**src/rtl/btn_mode_ctrl.sv**
```systemverilog
// Front-panel key controller: 2-flop sync, per-key debounce, press pulses and a
// one-hot mode ring stepped by key MODE_BTN. Optional auto-repeat: LONGPRESS_REPEAT_EN.
module btn_mode_ctrl #(
  parameter int unsigned NUM_BTN       = 4,
  parameter int unsigned NUM_MODE      = 4,
  parameter int unsigned MODE_BTN      = 3,
  parameter int unsigned DEB_CYCLES    = 1000000,
  parameter int unsigned HOLD_CYCLES   = 25000000,
  parameter int unsigned REPEAT_CYCLES = 5000000
) (
  input  logic                        clk50mhz,
  input  logic                        rst_n,
  input  logic [NUM_BTN-1:0]          btn_in,
  input  logic                        lock,
  output logic [NUM_BTN-1:0]          btn_level,
  output logic [NUM_BTN-1:0]          btn_press,
  output logic [NUM_MODE-1:0]         mode,
  output logic [$clog2(NUM_MODE)-1:0] mode_idx,
  output logic                        mode_chg
);

  localparam int unsigned IDX_W = $clog2(NUM_MODE);
  localparam int unsigned CNT_W = (DEB_CYCLES > 2) ? $clog2(DEB_CYCLES) : 1;
  localparam logic [CNT_W-1:0] DEB_LAST = CNT_W'(DEB_CYCLES - 1);

  localparam logic [NUM_MODE-1:0] MODE_RST = NUM_MODE'(1);
  localparam logic [IDX_W-1:0]    IDX_RST  = '0;
  localparam logic [IDX_W-1:0]    IDX_LAST = IDX_W'(NUM_MODE - 1);

  logic [NUM_BTN-1:0]  sync1_q, sync2_q;
  logic [NUM_BTN-1:0]  level_q, level_d;
  logic [NUM_BTN-1:0]  press_q, press_d;
  logic [NUM_BTN-1:0]  rise;
  logic [CNT_W-1:0]    cnt_q [NUM_BTN];
  logic [CNT_W-1:0]    cnt_d [NUM_BTN];
  logic [NUM_MODE-1:0] mode_q, mode_d;
  logic [IDX_W-1:0]    idx_q, idx_d;
  logic                chg_q, chg_d;
  logic                step;

  always_ff @(posedge clk50mhz or negedge rst_n) begin
    if (!rst_n) begin
      sync1_q <= '0;
      sync2_q <= '0;
    end else begin
      sync1_q <= btn_in;
      sync2_q <= sync1_q;
    end
  end

  // Counter runs only while the synced input disagrees with the accepted level.
  always_comb begin
    level_d = level_q;
    for (int unsigned i = 0; i < NUM_BTN; i++) begin
      cnt_d[i] = '0;
      if (sync2_q[i] != level_q[i]) begin
        if (cnt_q[i] == DEB_LAST) begin
          level_d[i] = sync2_q[i];
        end else begin
          cnt_d[i] = cnt_q[i] + 1'b1;
        end
      end
    end
  end

  always_ff @(posedge clk50mhz or negedge rst_n) begin
    if (!rst_n) begin
      level_q <= '0;
      for (int unsigned i = 0; i < NUM_BTN; i++) begin
        cnt_q[i] <= '0;
      end
    end else begin
      level_q <= level_d;
      for (int unsigned i = 0; i < NUM_BTN; i++) begin
        cnt_q[i] <= cnt_d[i];
      end
    end
  end

  assign rise = level_d & ~level_q;

`ifdef LONGPRESS_REPEAT_EN
  localparam int unsigned HOLD_MAX = (HOLD_CYCLES > REPEAT_CYCLES) ? HOLD_CYCLES : REPEAT_CYCLES;
  localparam int unsigned HOLD_W   = (HOLD_MAX > 2) ? $clog2(HOLD_MAX) : 1;
  localparam logic [HOLD_W-1:0] HOLD_LAST = HOLD_W'(HOLD_CYCLES - 1);
  localparam logic [HOLD_W-1:0] REP_LAST  = HOLD_W'(REPEAT_CYCLES - 1);

  logic [HOLD_W-1:0]  hold_q [NUM_BTN];
  logic [HOLD_W-1:0]  hold_d [NUM_BTN];
  logic [NUM_BTN-1:0] rep_q, rep_d, rep_fire;

  // Hold timing starts the cycle after the initial press and stops on the
  // releasing edge, so no pulse can coincide with a falling level.
  always_comb begin
    for (int unsigned i = 0; i < NUM_BTN; i++) begin
      hold_d[i]   = '0;
      rep_d[i]    = 1'b0;
      rep_fire[i] = 1'b0;
      if (i != MODE_BTN && level_q[i] && level_d[i]) begin
        rep_d[i] = rep_q[i];
        if (rep_q[i] ? (hold_q[i] == REP_LAST) : (hold_q[i] == HOLD_LAST)) begin
          rep_fire[i] = 1'b1;
          rep_d[i]    = 1'b1;
        end else begin
          hold_d[i] = hold_q[i] + 1'b1;
        end
      end
    end
  end

  always_ff @(posedge clk50mhz or negedge rst_n) begin
    if (!rst_n) begin
      rep_q <= '0;
      for (int unsigned i = 0; i < NUM_BTN; i++) begin
        hold_q[i] <= '0;
      end
    end else begin
      rep_q <= rep_d;
      for (int unsigned i = 0; i < NUM_BTN; i++) begin
        hold_q[i] <= hold_d[i];
      end
    end
  end

  assign press_d = rise | rep_fire;
`else
  // Auto-repeat timing has no effect in this build.
  if (HOLD_CYCLES == 0 || REPEAT_CYCLES == 0) begin : g_repeat_unused
  end

  assign press_d = rise;
`endif

  always_ff @(posedge clk50mhz or negedge rst_n) begin
    if (!rst_n) begin
      press_q <= '0;
    end else begin
      press_q <= press_d;
    end
  end

  // Mode ring: one state per mode; a press seen while locked is simply dropped.
  assign step = press_q[MODE_BTN] & ~lock;

  always_comb begin
    mode_d = mode_q;
    idx_d  = idx_q;
    chg_d  = 1'b0;
    if (step) begin
      mode_d = {mode_q[NUM_MODE-2:0], mode_q[NUM_MODE-1]};
      idx_d  = (idx_q == IDX_LAST) ? '0 : idx_q + 1'b1;
      chg_d  = 1'b1;
    end
  end

  always_ff @(posedge clk50mhz or negedge rst_n) begin
    if (!rst_n) begin
      mode_q <= MODE_RST;
      idx_q  <= IDX_RST;
      chg_q  <= 1'b0;
    end else begin
      mode_q <= mode_d;
      idx_q  <= idx_d;
      chg_q  <= chg_d;
    end
  end

  assign btn_level = level_q;
  assign btn_press = press_q;
  assign mode      = mode_q;
  assign mode_idx  = idx_q;
  assign mode_chg  = chg_q;

endmodule

```
**config.mk**
```make
export PLATFORM = sky130hd
export DESIGN_NAME = btn_mode_ctrl
export DESIGN_NICKNAME = d
export VERILOG_FILES = /design/src/rtl/btn_mode_ctrl.sv
export SDC_FILE = /design/constraint.sdc
export NUM_CORES = 1
export LEC_CHECK = 0
export CAP_MARGIN = 20
export CORE_MARGIN = 1.5
export CORE_UTILIZATION = 40
export CTS_CLUSTER_DIAMETER = 120
export DETAILED_ROUTE_END_ITERATION = 7
export SLEW_MARGIN = 20
export SYNTH_ARGS = -nofsm -noshare
export SYNTH_HDL_FRONTEND = slang
export SYNTH_SLANG_ARGS = --single-unit
```
**constraint.sdc**
```tcl
create_clock -name clk50mhz -period 5.5 [get_ports clk50mhz]
set_input_delay 0.825 -clock clk50mhz [delete_from_list [all_inputs] [get_ports clk50mhz]]
set_output_delay 0.825 -clock clk50mhz [all_outputs]
set_load 0.005 [all_outputs]
```
==> impl_metrics.tcl, run 1 <==
set metrics [dict create \
    grt_use_total 0.159 \
    synth_xor_area_frac 0.0949 \
    period_share 0.412 \
    dieArea_sq_mm 0.0127 \
    dr.pass1.iters 6 \
    path_class "flip-flop to primary output" \
    min_path_type "flip-flop to flip-flop" \
    ioPinCount 22 \
    slowest_delay_ps 540 \
    grt_max_degree 66 \
    tightestPinTransition_ps 818 \
    crit_fanout 3 \
    grt_pass1_wl_um 16100 \
    grt_antenna_before_repair 0 \
    leakage_nw 2.15 \
    nets 504 \
    clk_pin_slew_ps 70 \
    die_x_um 113 \
    avgSynthCellArea_sq_um 10.2 \
    gr-total-overflow 0 \
    critPathTopFamily "flip-flops" \
    ys.flop_type "dfrtp_1" \
    cts_repair_resize_count 0 \
    mostFrequentLayoutCells "102 x dfrtp_1, 62 x nor2_1, 31 x xnor2_1" \
    h-tree-depth 3 \
    antenna_left 0 \
    yosysSeqAreaShare 0.537 \
    switching_share 0.224 \
    syn_to_final_growth_pct 13.2 \
    cap_viol_max_count 0 \
    max_clock_freq_ghz 0.442 \
    seqPwrFrac 0.554 \
    final_util 0.470 \
    ys_ff_latch 103 \
    core_area_sq_mm 0.0116 \
    synth_simple_gate_area_frac 0.242 \
    hold_viol_final 0 \
    clk_latency_ps 350 \
    grt_pass1_vias 3346 \
    violations "DRC" \
    syn-cell-area_sq_mm 0.00480 \
    drv_slew 0 \
    cts_num_sinks 103 \
    synth.distinct_cells 36 \
    power.share.clock 0.412 \
    crit_chain "clkdlybuf4s50_1" \
    cts_buffers 9 \
    synth.area.mux_share 0.0235 \
    cts_hold_buf 0 \
    status "finished, violations left" \
    final_cells 640 \
    slowest_stage "dfstp_2" \
    synth_compound_area_frac 0.0618 \
    vdd_drop_max_v 0.000138 \
    synth_top_area_frac 0.532 \
    root_buffer "clkbuf_16" \
    fin_crit_ps 2260 \
    synth_top_area_cell "dfrtp_1" \
    drive_gt1_frac 0.0905 \
    rsz0062_at_grt "no" \
    power_switching_w 0.000314 \
    yosys_warnings 0 \
    cts_setup_buffers 0 \
    startpoint_type "flip-flop" \
    cts_tree "done" \
    path_buf_inv 1 \
    initial_utilization 0.415 \
    power.density_mw_per_mm2 258 \
    drt_iter0_markers 241 \
    globalplace.congestion 0.782 \
    netlist_instances 472 \
    synth_fa_ha_area_frac 0.0130 \
    dp_hpwl_um 6020 \
    p_comb_frac 0.034 \
    drc 2 \
    diodes 0 \
    synthArstFlopShare 1.00 \
    rows 39 \
    synth_top_family_by_area "simple AND/OR/NAND/NOR gates" \
    vias_per_cell 5.32 \
    tns_ps 0 \
    finClkSkew_ps 6.23 \
    dpl.cell_count 624 \
    synth-edff-count 0 \
    cp.arrival_ps 1440 \
    die_h_um 113 \
    syn-num-nets 484 \
    io_buffers 21 \
    wl_um 8960 \
    wl_per_cell_um 14.0 \
    cp-end-kind "primary output" \
    setup_viol 0 \
    clockBufferDepth 2 \
    slew_headroom 0.454 \
    layout_commonest_cell "dfrtp_1" \
    internal_power_w 0.00109 \
    cp.required_ps 4680 \
    synthTopCellsByArea "dfrtp_1 53%, xnor2_1 5.7%, nor2_1 4.8%" \
    dr_total_vias 3407 \
]
## state kept, by name (all words and copies together) (netlist names)
register,flops
sync1_q,4
cnt_q,80
btn_press,4
mode_idx,2
btn_level,4
sync2_q,4
mode,4
mode_chg,1
## synthesized netlist by cell type (all sizes together), types with 15 or more instances
cell type and instances:
dfrtp 102, nor2 62, xnor2 31, nand2 29, nand3 26, a21oi 24
xor2 21, nand4 17, or3 17, inv 16, nor4 16, o31ai 15
## logic make-up (layout without fill, tap and decap cells)
family | Yosys count | count (layout)
and+or+nand+nor | 218 | 218
buffers and inverters | 33 | 58
DFF | 103 | 103
muxes | 10 | 10
xor gates and xnor gates | 52 | 52
adders and majority gates | 5 | 5
AOI/OAI and AO/OA | 51 | 51
## worst paths after layout
check,startpoint,to,slack [ps],cells after the start
max in group asynchronous,rst_n,cnt_q[4],3870,2
min in group asynchronous,rst_n,cnt_q[53],430,1
hold reg to reg,sync1_q[0],sync2_q[0],350,0
setup reg to reg,cnt_q[40],cnt_q[58],3340,5
hold / removal,sync1_q[0],sync2_q[0],350,0
setup / recovery,mode[0],mode[0],3240,1
## area by class of cell
type	instances	area, sq um
Timing Repair Buffer	26	245
Clock inverter	4	22.5
Clock buffer	12	236
Inverter	16	60.1
Fill cell	1076	6130
Sequential cell	103	2580
Tap cell	143	179
Multi-Input combinational cell	336	2110
## layer usage
layer | vias up | track usage | routed length, um
met5 | - | 0 | 0
met4 | 0 | 0.0439 | 96
met3 | 10 | 0.0572 | 320
met2 | 30 | 0.253 | 4330
met1 | 1674 | 0.207 | 4220
li1 | 1693 | - | -
## metrics by stage
step | area, sq um | setup slack, ps | hold slack, ps | total power, W
final | 5430 | 3240 | 355 | 0.00140
after global routing | 5430 | 3190 | 372 | 0.00146
after CTS | 5430 | 3210 | 361 | 0.00142
after detailed placement | 5170 | 3240 | 338 | 0.000840
after global placement | 5170 | 3270 | 340 | 0.000838
after floorplan | 4800 | 3520 | 331 | 0.000811
## power groups by stage
stage	Sequential, W	Clock, W	Combinational [W]
final	0.000776	0.000578	0.0000469
after global routing	0.000778	0.000627	0.0000554
after CTS	0.000776	0.000599	0.0000493
after detailed placement	0.000791	0	0.0000492
after global placement	0.000790	0	0.0000481
after floorplan	0.000789	0	0.0000220
Note: power is estimated with default switching activity, not from simulation.
==> inputs of run 2 (changes only) <==
Clock period 5.5 ns to 1.8 ns, I/O delays scaled along.
==> impl_metrics.tcl, run 2 (synthesized netlist as in run 1, its figures left out) <==
set metrics [dict create \
    drt_iter0_markers 195 \
    grt_use_total 0.168 \
    crit_fanout 5 \
    fin_crit_ps 1810 \
    power_switching_w 0.000986 \
    period_share 1.01 \
    initial_utilization 0.415 \
    path_buf_inv 0 \
    startpoint_type "flip-flop" \
    syn_to_final_growth_pct 29.8 \
    root_buffer "clkbuf_16" \
    clk_pin_slew_ps 70 \
    max_clock_freq_ghz 0.552 \
    diodes 0 \
    cap_viol_max_count 0 \
    multi_input_area_sq_mm 0.00228 \
    setup_slack_ps -11.9 \
    globalplace.congestion 0.858 \
    vias_per_cell 5.27 \
    cts_num_sinks 103 \
    die_h_um 113 \
    wl_per_cell_um 13.8 \
    power.share.clock 0.430 \
    cp-end-kind "flip-flop" \
    dpl.cell_count 686 \
    grt_max_degree 33 \
    hold_viol_final 0 \
    slowest_delay_ps 520 \
    leakage_nw 2.57 \
    internal_power_w 0.00356 \
    layout_commonest_cell "dfrtp_1" \
    p_comb_frac 0.048 \
    drv_slew 0 \
    cp_common_cell "or4_4" \
    dr.pass1.iters 6 \
    status "finished, violations left" \
    wl_um 9860 \
    dieArea_sq_mm 0.0127 \
    grt_antenna_before_repair 0 \
    seqPwrFrac 0.522 \
    io_buffers 21 \
    gr-total-overflow 0 \
    total_power_w 0.00454 \
    drive_gt1_frac 0.258 \
    critPathTopFamily "simple AND/OR/NAND/NOR gates" \
    setup_viol 1 \
    cts_tree "done" \
    core_area_sq_mm 0.0116 \
    whs_ps 349 \
    dp_hpwl_um 6710 \
    switching_share 0.217 \
    path_class "flip-flop to flip-flop" \
    violations "DRC, setup timing" \
    regArea_sq_mm 0.00258 \
    cp.required_ps 2070 \
    clockBufferDepth 2 \
    slowest_stage "or4_4" \
    cp.arrival_ps 2090 \
    grt_pass1_vias 3797 \
    min_path_type "flip-flop to flip-flop" \
    ioPinCount 22 \
    antenna_left 0 \
    rsz0062_at_grt "yes" \
    power.density_mw_per_mm2 729 \
    dr_total_vias 3751 \
    largest_reg_flops 80 \
    final_cells 712 \
    top_register "cnt_q" \
    drc 1 \
    mostFrequentLayoutCells "101 x dfrtp_1, 67 x buf_4, 62 x nor2_1" \
    tightestPinTransition_ps 438 \
    n_fill_cell 1025 \
    clk_latency_ps 350 \
    slew_headroom 0.708 \
    h-tree-depth 3 \
    cts_buffers 9 \
    vdd_drop_max_v 0.000502 \
    crit_chain "ha_2, nand2_2, or4_4, or4_4, a21oi_2" \
    rows 39 \
    finClkSkew_ps 4.95 \
    grt_pass1_wl_um 17300 \
    nets 576 \
    die_x_um 113 \
]
run 2: cell count changes in the layout (fill, tap and decap cells not counted), sizes merged:
cell	before	now
buf	6	77
clkinv	3	1
bufinv	0	1
clkbuf	12	13
dlygate4sd3	0	1
run 2: layer usage:
layer  vias to the layer above  track usage  wire length, um
met3                         9       0.0529              323
met1                      1852        0.207             4460
li1                       1842            -                -
met2                        48        0.285             4970
met4                         0       0.0515              111
met5                         -            0                0
run 2: per-stage QoR:
stage	utilization	worst slack, ps	cell area, sq um	TNS [ps]
after detailed placement	0.492	-50.4	5690	-155
after global routing	0.539	-59.1	6230	-264
after global placement	0.492	11.2	5690	0
after floorplan	-	-96.2	4830	-191
final	0.539	-11.9	6230	-11.9
after CTS	0.523	-6.78	6050	-9.41
run 2: area by class of cell:
cell class / instances / area share
Timing Repair Buffer: 98 / 0.134
Clock inverter: 3 / 0.00683
Tap cell: 143 / 0.0287
Inverter: 16 / 0.00964
Sequential cell: 103 / 0.414
Clock buffer: 13 / 0.0402
Multi-Input combinational cell: 336 / 0.366
run 2: power groups by stage:
stage | Sequential (W) | Combinational, W | Clock (W)
floorplan | 0.00241 | 0.0000712 | 0
global placement | 0.00241 | 0.000194 | 0
detailed placement | 0.00241 | 0.000201 | 0
CTS | 0.00237 | 0.000208 | 0.00202
global route | 0.00237 | 0.000248 | 0.00212
finish | 0.00237 | 0.000217 | 0.00195
run 2: final timing paths:
check / start / to / slack, ps / cells past startpoint
min: sync1_q[3] / sync2_q[3] / 350 / 0
max: cnt_q[21] / cnt_q[38] / -10 / 5
max reg2reg: cnt_q[21] / cnt_q[38] / -10 / 5
min reg2reg: sync1_q[3] / sync2_q[3] / 350 / 0
max in group asynchronous: rst_n / btn_press[2] / 780 / 3
min in group asynchronous: rst_n / cnt_q[57] / 420 / 2
run 2: worst reg2reg max path, stage by stage, from the launching register on:
cell	delay (ps)
dfrtp_1	350
ha_2	190
nand2_2	50
or4_4	520
or4_4	500
a21oi_2	130
run 2: repair_timing:
action | in CTS | in global routing
gates resized for setup | 7 | 37
setup endpoints to repair | 9 | 78
hold endpoints to repair | 28 | 0
pin swaps | 5 | 12
setup buffers | 4 | 2
gates cloned | 0 | 3
hold buffers | 1 | 0
==> inputs of run 3 (changes only) <==
Settings changed: ABC_AREA set to 1.
==> impl_metrics.tcl, run 3 <==
set metrics [dict create \
    syn-cell-area_sq_mm 0.00541 \
    cp.required_ps 1530 \
    grt_use_total 0.167 \
    leakage_nw 2.62 \
    total_power_w 0.00455 \
    path_depth 1 \
    ff2ff_setup_slack_ps 200 \
    clockBufferDepth 2 \
    r2r_cells 8 \
    core_area_sq_mm 0.0132 \
    avgSynthCellArea_sq_um 8.05 \
    clk_pin_slew_ps 70 \
    syn-num-nets 684 \
    synthTopCellsByArea "dfrtp_1 47%, nor2_1 11%, nand2_1 8.5%" \
    synth_top_area_cell "dfrtp_1" \
    layout_commonest_cell "nor2_1" \
    io_buffers 21 \
    ys.flop_type "dfrtp_1" \
    tightestPinTransition_ps 508 \
    antenna_left 0 \
    whs_ps 352 \
    synth_top_area_frac 0.472 \
    critPathTopFamily "flip-flops" \
    diodes 0 \
    slowest_delay_ps 560 \
    dr.pass1.iters 4 \
    root_buffer "clkbuf_16" \
    fin_crit_ps 1670 \
    drive_gt1_frac 0.125 \
    vias_per_cell 4.81 \
    top_register "cnt_q" \
    synth_common_cells "163 x nor2_1, 123 x nand2_1, 102 x dfrtp_1, 67 x inv_1, 53 x nand3_1" \
    synth_most_common_cell "nor2_1" \
    ioPinCount 22 \
    r2r_end "cnt_q[26]" \
    ys_ff_latch 103 \
    synth.distinct_cells 30 \
    max_clock_freq_ghz 0.598 \
    slowest_stage "dfstp_2" \
    final_cells 890 \
    wl_per_cell_um 12.3 \
    cts_setup_buffers 0 \
    nets 721 \
    grt_max_degree 38 \
    status "finished, final reports clean" \
    yosys_warnings 0 \
    rsz0062_at_grt "no" \
    crit_fanout 3 \
    vdd_drop_max_v 0.000611 \
    rows 42 \
    path_class "flip-flop to primary output" \
    slew_headroom 0.662 \
    wl_um 10900 \
    setup_slack_ps 127 \
    initial_utilization 0.409 \
    cap_viol_max_count 0 \
    tns_ps 0 \
    hold_viol_final 0 \
    power.density_mw_per_mm2 734 \
    h-tree-depth 3 \
    drv_slew 0 \
    die_x_um 119 \
    die_h_um 119 \
    synth-edff-count 0 \
    r2r_start "cnt_q[20]" \
    dieArea_sq_mm 0.0142 \
    setup_viol 0 \
    dp_hpwl_um 8250 \
    startpoint_type "flip-flop" \
    crit_chain "clkdlybuf4s50_1" \
    synthArstFlopShare 1.00 \
    min_path_type "flip-flop to flip-flop" \
    dr_total_vias 4281 \
    drt_iter0_markers 273 \
    path_buf_inv 1 \
    globalplace.congestion 0.898 \
    finClkSkew_ps 6.81 \
    grt_antenna_before_repair 0 \
    cts_buffers 9 \
    drc 0 \
    gr-total-overflow 0 \
    critPathCapture "mode[0]" \
    largest_reg_flops 80 \
    cp-end-kind "primary output" \
    period_share 0.929 \
    cp.arrival_ps 1400 \
    mostFrequentLayoutCells "163 x nor2_1, 123 x nand2_1, 102 x dfrtp_1" \
    yosysSeqAreaShare 0.477 \
    syn_to_final_growth_pct 14.7 \
    dpl.cell_count 873 \
    cts_num_sinks 103 \
    grt_pass1_wl_um 19200 \
    cts_tree "done" \
    clk_latency_ps 350 \
    crit_path_start "mode[0]" \
    pre_cts_slack_ps 211 \
    netlist_instances 672 \
    grt_pass1_vias 4121 \
]
## run 3: what timing repair did
action | CTS | global route
hold buffers | 1 | 0
hold endpoints to repair | 33 | 0
resized for setup | 0 | 0
## run 3: cells by family (layout without fill, tap and decap cells)
| family | after synthesis | in the layout | share of synthesized area |
|---|---|---|---|
| compound gates | 23 | 23 | 0.0229 |
| fa+ha+maj | 5 | 5 | 0.0116 |
| flops | 103 | 103 | 0.477 |
| xor+xnor | 42 | 42 | 0.0735 |
| buf+inv | 78 | 120 | 0.0555 |
| simple gates | 421 | 421 | 0.360 |
## run 3: cell type report
cell class / count / area [sq um]
Clock buffer: 9 / 225
Clock inverter: 7 / 78.8
Fill cell: 1326 / 7040
Inverter: 77 / 289
Multi-Input combinational cell: 491 / 2530
Sequential cell: 103 / 2580
Tap cell: 176 / 220
Timing Repair Buffer: 27 / 280
## run 3: worst min-delay path by stage
| stage | from | to | cells past startpoint |
|---|---|---|---|
| after global routing | btn_in[2] | sync1_q[2] | 1 |
| after floorplan | rst_n | btn_level[0] | 0 |
| after detailed placement | rst_n | cnt_q[75] | 1 |
| final | sync1_q[2] | sync2_q[2] | 0 |
| after CTS | btn_in[3] | sync1_q[3] | 1 |
| after global placement | rst_n | cnt_q[79] | 1 |
## run 3: per-stage QoR
step            util  instance area, sq um
5_1_grt        0.469                  6200
2_1_floorplan      -                  5410
3_5_place_dp   0.445                  5890
3_3_place_gp   0.445                  5890
6_report       0.469                  6200
4_1_cts        0.469                  6200
## run 3: report_power, final
| group | total [W] | switching, W | internal (W) |
|---|---|---|---|
| combinational | 0.000178 | 0.000113 | 0.0000651 |
| sequential | 0.00237 | 0.0000266 | 0.00235 |
| clock | 0.00200 | 0.000908 | 0.00109 |
## run 3: per-layer routing
metal | up-vias | share of wire | global-route usage
met5 | - | 0 | 0
met3 | 14 | 0.038 | 0.0345
li1 | 2184 | - | -
met1 | 2000 | 0.48 | 0.229
met4 | 0 | 0.015 | 0.0610
met2 | 83 | 0.46 | 0.264
==> variant 1, RTL diff (flow settings as in run 2) <==
`NUM_BTN`: 4 -> 8.
--- a/src/rtl/btn_mode_ctrl.sv
+++ b/src/rtl/btn_mode_ctrl.sv
@@ -2,5 +2,5 @@
 // one-hot mode ring stepped by key MODE_BTN. Optional auto-repeat: LONGPRESS_REPEAT_EN.
 module btn_mode_ctrl #(
-  parameter int unsigned NUM_BTN       = 4,
+  parameter int unsigned NUM_BTN       = 8,
   parameter int unsigned NUM_MODE      = 4,
   parameter int unsigned MODE_BTN      = 3,
Interface: changed (resized btn_in, btn_level and btn_press); port bits go from 22 to 34. No check against the original RTL was run, so the function may have changed too.
==> variant 1 against run 2 <==
The flow finishes with violations (negative setup slack). Final area up 97%. Clock power grew 82%. Sequential cell count grew 96. Total power up 89%. Wire length increased by 92%. Area after synthesis is 94% higher. Setup slack got worse by 230 ps. Die area is 91% higher. Count of clock-buffer cells in the layout up 7. Largest cell class unchanged.
==> variant 1: results (changes against run 2) <==
[run_status]
outcome = finished, violations left
violations = negative setup slack

[worst_hold_path]
holdPathStages = 1  ; +1
hold_path.class = input port to flop
whs_endpoint = sync1_q[2]$_DFF_PN0_
hp-start = btn_in[2]

[yosys]
synth_nets = 942  ; +95%
synth_area_leaders = dfrtp_1, xnor2_1, nor2_1, xor2_1, or4_1
ys_types = 44  ; +22%

[drt]
wl_met1_um = 9280  ; +110%
met3_length_um = 408  ; +26%
met2_length_um = 9090  ; +83%

[global_routing]
grt_pass1_vias = 7172  ; +89%
use_met1_pct = 22.7  ; +2.0 points
grtUsageMet3_pct = 3.14  ; -2.2 points

[place]
gp_congestion = 0.789  ; -8.0%
place_area_um2 = 11200  ; +98%
dpl.hpwl_um = 12800  ; +91%

[timing]
finalSetupViolCount = 83  ; +82
fin_ws_ps = -242  ; -230 ps
skew_ps = 13.4  ; +8.40 ps

[clocking]
h-tree-depth = 4  ; +1
ctsResizeCount = 20  ; +13

[cells_and_area]
nFillCells = 2000  ; +95%
nets = 1132  ; +97%
final_layout_size_suffix_gt1_share_pct = 27.3  ; +1.5 points

[worst_setup_path]
r2r_cells = 4  ; -1
critPathLaunch = cnt_q[86]$_DFF_PN0_

[power]
p_int_mw = 6.55  ; +84%
p_leak_nw = 5.00  ; +95%

-- variant 1: area by class of cell --
| type | count | area [um^2] | area share (%) |
|---|---|---|---|
| Clock inverter | 12 | 95.1 | 0.775 |
| Timing Repair Buffer | 202 | 1720 | 14.0 |
| Multi-Input combinational cell | 658 | 4500 | 36.7 |
| Inverter | 34 | 128 | 1.04 |
| Tap cell | 313 | 392 | 3.19 |
| Sequential cell | 199 | 4990 | 40.6 |
| Clock buffer | 20 | 447 | 3.64 |
-- variant 1: logic make-up (layout without fill, tap and decap cells) --
logic type	Yosys count	in the layout	share of synthesized area (%)
compound gates	110	110	6.90
simple gates	423	423	24.4
mux	16	16	1.91
buf+inv	65	268	2.82
xor+xnor	100	100	9.39
fa+ha+maj	9	9	1.21
flops	199	199	53.4
-- variant 1: worst max-delay path: stages (launching register included) --
cell and delay (ps):
dfrtp_1 370, or4b_1 510, or4_4 590, nor2_4 140
mux2_4 310
-- variant 1: through the flow --
stage	utilization [%]	hold WS (ps)	cells	setup WS, ps	TNS (ps)
2_1_floorplan	-	-25.6	922	-173	-6560
3_3_place_gp	49.3	250	1390	-226	-9640
3_5_place_dp	49.3	253	1390	-224	-12280
4_1_cts	52.4	255	1430	-222	-12280
5_1_grt	53.9	256	1438	-315	-17890
6_report	53.9	271	1438	-242	-12930
-- variant 1: power by group through the flow --
stage | sequential (mW) | combinational [mW] | clock [mW]
3_5_place_dp | 4.67 | 0.386 | 0
2_1_floorplan | 4.67 | 0.151 | 0
4_1_cts | 4.59 | 0.410 | 3.66
5_1_grt | 4.59 | 0.502 | 3.86
3_3_place_gp | 4.67 | 0.381 | 0
6_report | 4.59 | 0.439 | 3.54
==> variant 2, RTL diff (settings of run 2) <==
Made on the original files. Register the inputs `btn_in` and `lock` before use. The logic sees them one clock later.
--- a/src/rtl/btn_mode_ctrl.sv
+++ b/src/rtl/btn_mode_ctrl.sv
@@ -28,4 +28,12 @@
   localparam logic [IDX_W-1:0]    IDX_LAST = IDX_W'(NUM_MODE - 1);
 
+  logic [NUM_BTN-1:0] btn_q;
+  logic lock_q;
+
+  always_ff @(posedge clk50mhz) begin
+    btn_q  <= btn_in;
+    lock_q <= lock;
+  end
+
   logic [NUM_BTN-1:0]  sync1_q, sync2_q;
   logic [NUM_BTN-1:0]  level_q, level_d;
@@ -44,5 +52,5 @@
       sync2_q <= '0;
     end else begin
-      sync1_q <= btn_in;
+      sync1_q <= btn_q;
       sync2_q <= sync1_q;
     end
@@ -141,5 +149,5 @@
 
   // Mode ring: one state per mode; a press seen while locked is simply dropped.
-  assign step = press_q[MODE_BTN] & ~lock;
+  assign step = press_q[MODE_BTN] & ~lock_q;
 
   always_comb begin
Formal check against the unedited RTL: same outputs for any inputs over 10 cycles, from zero or initial values and one cycle with rst_n low; that may be too few to reach the edited logic, so the function may still have changed.
==> variant 2 against run 2 <==
Non-clock buffer count shrank 47. Setup slack improved by 87 ps. Sequential cell count grew 5. Combinational power fell by 26%. Wire length down 5.2%. Largest cell class unchanged. Core utilization is 4.5 points lower. Synthesized cell count rose by 0.21%. Total power rose by 6.5%. Area after synthesis up 2.6%. Via count shrank 5.5%. Fmax up 5.0%. Final area shrank 4.9%.
==> variant 2: results (changes against run 2) <==
[run_status]
outcome = finished clean

[drt]
drtIter0Drc = 134  ; -31%
vias = 3545  ; -5.5%
viasPerCell = 5.21  ; -1.2%
met3_length_um = 327  ; +1.2%
routedWlPerCell_um = 13.7  ; -0.87%
drt_first_pass_iters = 4  ; -2
met2_length_um = 4360  ; -12%

[yosys]
ys_types = 42  ; +17%
syn_inst = 473  ; +0.21%
synth_compound_area_share_pct = 4.47  ; -1.7 points
synth.top_cell.area_share_pct = 51.8  ; -1.4 points
synth_area_leaders = dfrtp_1, xnor2_1, nor2_1, nand4_1, xor2_1
synthMuxAreaShare_pct = 3.10  ; +0.75 points
synth_nets = 485  ; +0.21%
synthTopCellsByCount = dfrtp_1, nor2_1, xnor2_1

[place]
dp.cells = 664  ; -3.2%
place_area_um2 = 5540  ; -2.7%
gp_congestion = 0.854  ; -0.36%

[global_routing]
grt_use_total_pct = 15.7  ; -1.2 points
grt_pass1_vias = 3439  ; -9.4%
grt_max_degree = 37  ; +12%
grt_pass1_wl_um = 16100  ; -6.9%

[worst_setup_path]
slowest_delay_ps = 570  ; +50 ps
path_max_fanout = 6  ; +1
arrival_ps = 2010  ; -80 ps

[clocking]
ctsResizeCount = 0  ; -7
post_cts_buffers = 0  ; -4

[timing]
skew_ps = 6.49  ; +1.54 ps
tightest_slew_ps = 406  ; -32.1 ps
finalSetupViolCount = 0  ; -1

[cells_and_area]
nets = 541  ; -6.1%
final_layout_size_suffix_gt1_share_pct = 15.2  ; -11 points

[power]
p_leak_nw = 2.36  ; -8.4%
peakVddDrop_mv = 0.597  ; +19%

-- variant 2: changes by cell type in the layout (fill, tap and decap cells not counted), moves of 6 or more --
| cell | run 2 | this run |
|---|---|---|
| buf_4 | 67 | 27 |
| a21oi_1 | 19 | 12 |
| nor2_1 | 62 | 75 |
| xor2_1 | 21 | 15 |
| nor3_1 | 11 | 19 |
| o31ai_1 | 11 | 5 |
| buf_6 | 7 | 1 |
| xnor2_1 | 31 | 44 |
| or3_1 | 10 | 3 |
-- variant 2: cell type report --
type	count	area [um^2]	share of cell area, %
sequential	108	2680	45.3
multi-input combinational	343	2200	37.1
timing repair buffer	51	464	7.84
clock buffer	13	270	4.56
tap	147	184	3.10
clock inverter	3	67.6	1.14
inverter	16	60.1	1.01
-- variant 2: routing by layer --
metal / vias up / GRT usage (%)
li1: 1780 / -
met1: 1703 / 20.6
met2: 49 / 25.1
met3: 13 / 4.62
met4: 0 / 4.92
met5: - / 0
-- variant 2: final timing paths --
path / from / endpoint / slack [ps] / cells past startpoint
worst min register to register: btn_q[2]$_DFF_P_ / sync1_q[2]$_DFF_PN0_ / 330 / 0
worst max register to register: cnt_q[34]$_DFF_PN0_ / cnt_q[38]$_DFF_PN0_ / 70 / 4
max in group asynchronous: rst_n / cnt_q[27]$_DFF_PN0_ / 860 / 3
worst max-delay path: cnt_q[34]$_DFF_PN0_ / cnt_q[38]$_DFF_PN0_ / 70 / 4
min in group asynchronous: rst_n / mode[2]$_DFFE_PN0P_ / 360 / 2
worst min-delay path: btn_q[2]$_DFF_P_ / sync1_q[2]$_DFF_PN0_ / 330 / 0
-- variant 2: power by group --
group	leakage [nW]	internal, mW	total [mW]	switching (mW)
clock network	0.162	1.33	2.18	0.847
logic	0.749	0.0606	0.161	0.101
registers	1.45	2.46	2.49	0.0320
total	2.36	3.86	4.84	0.980
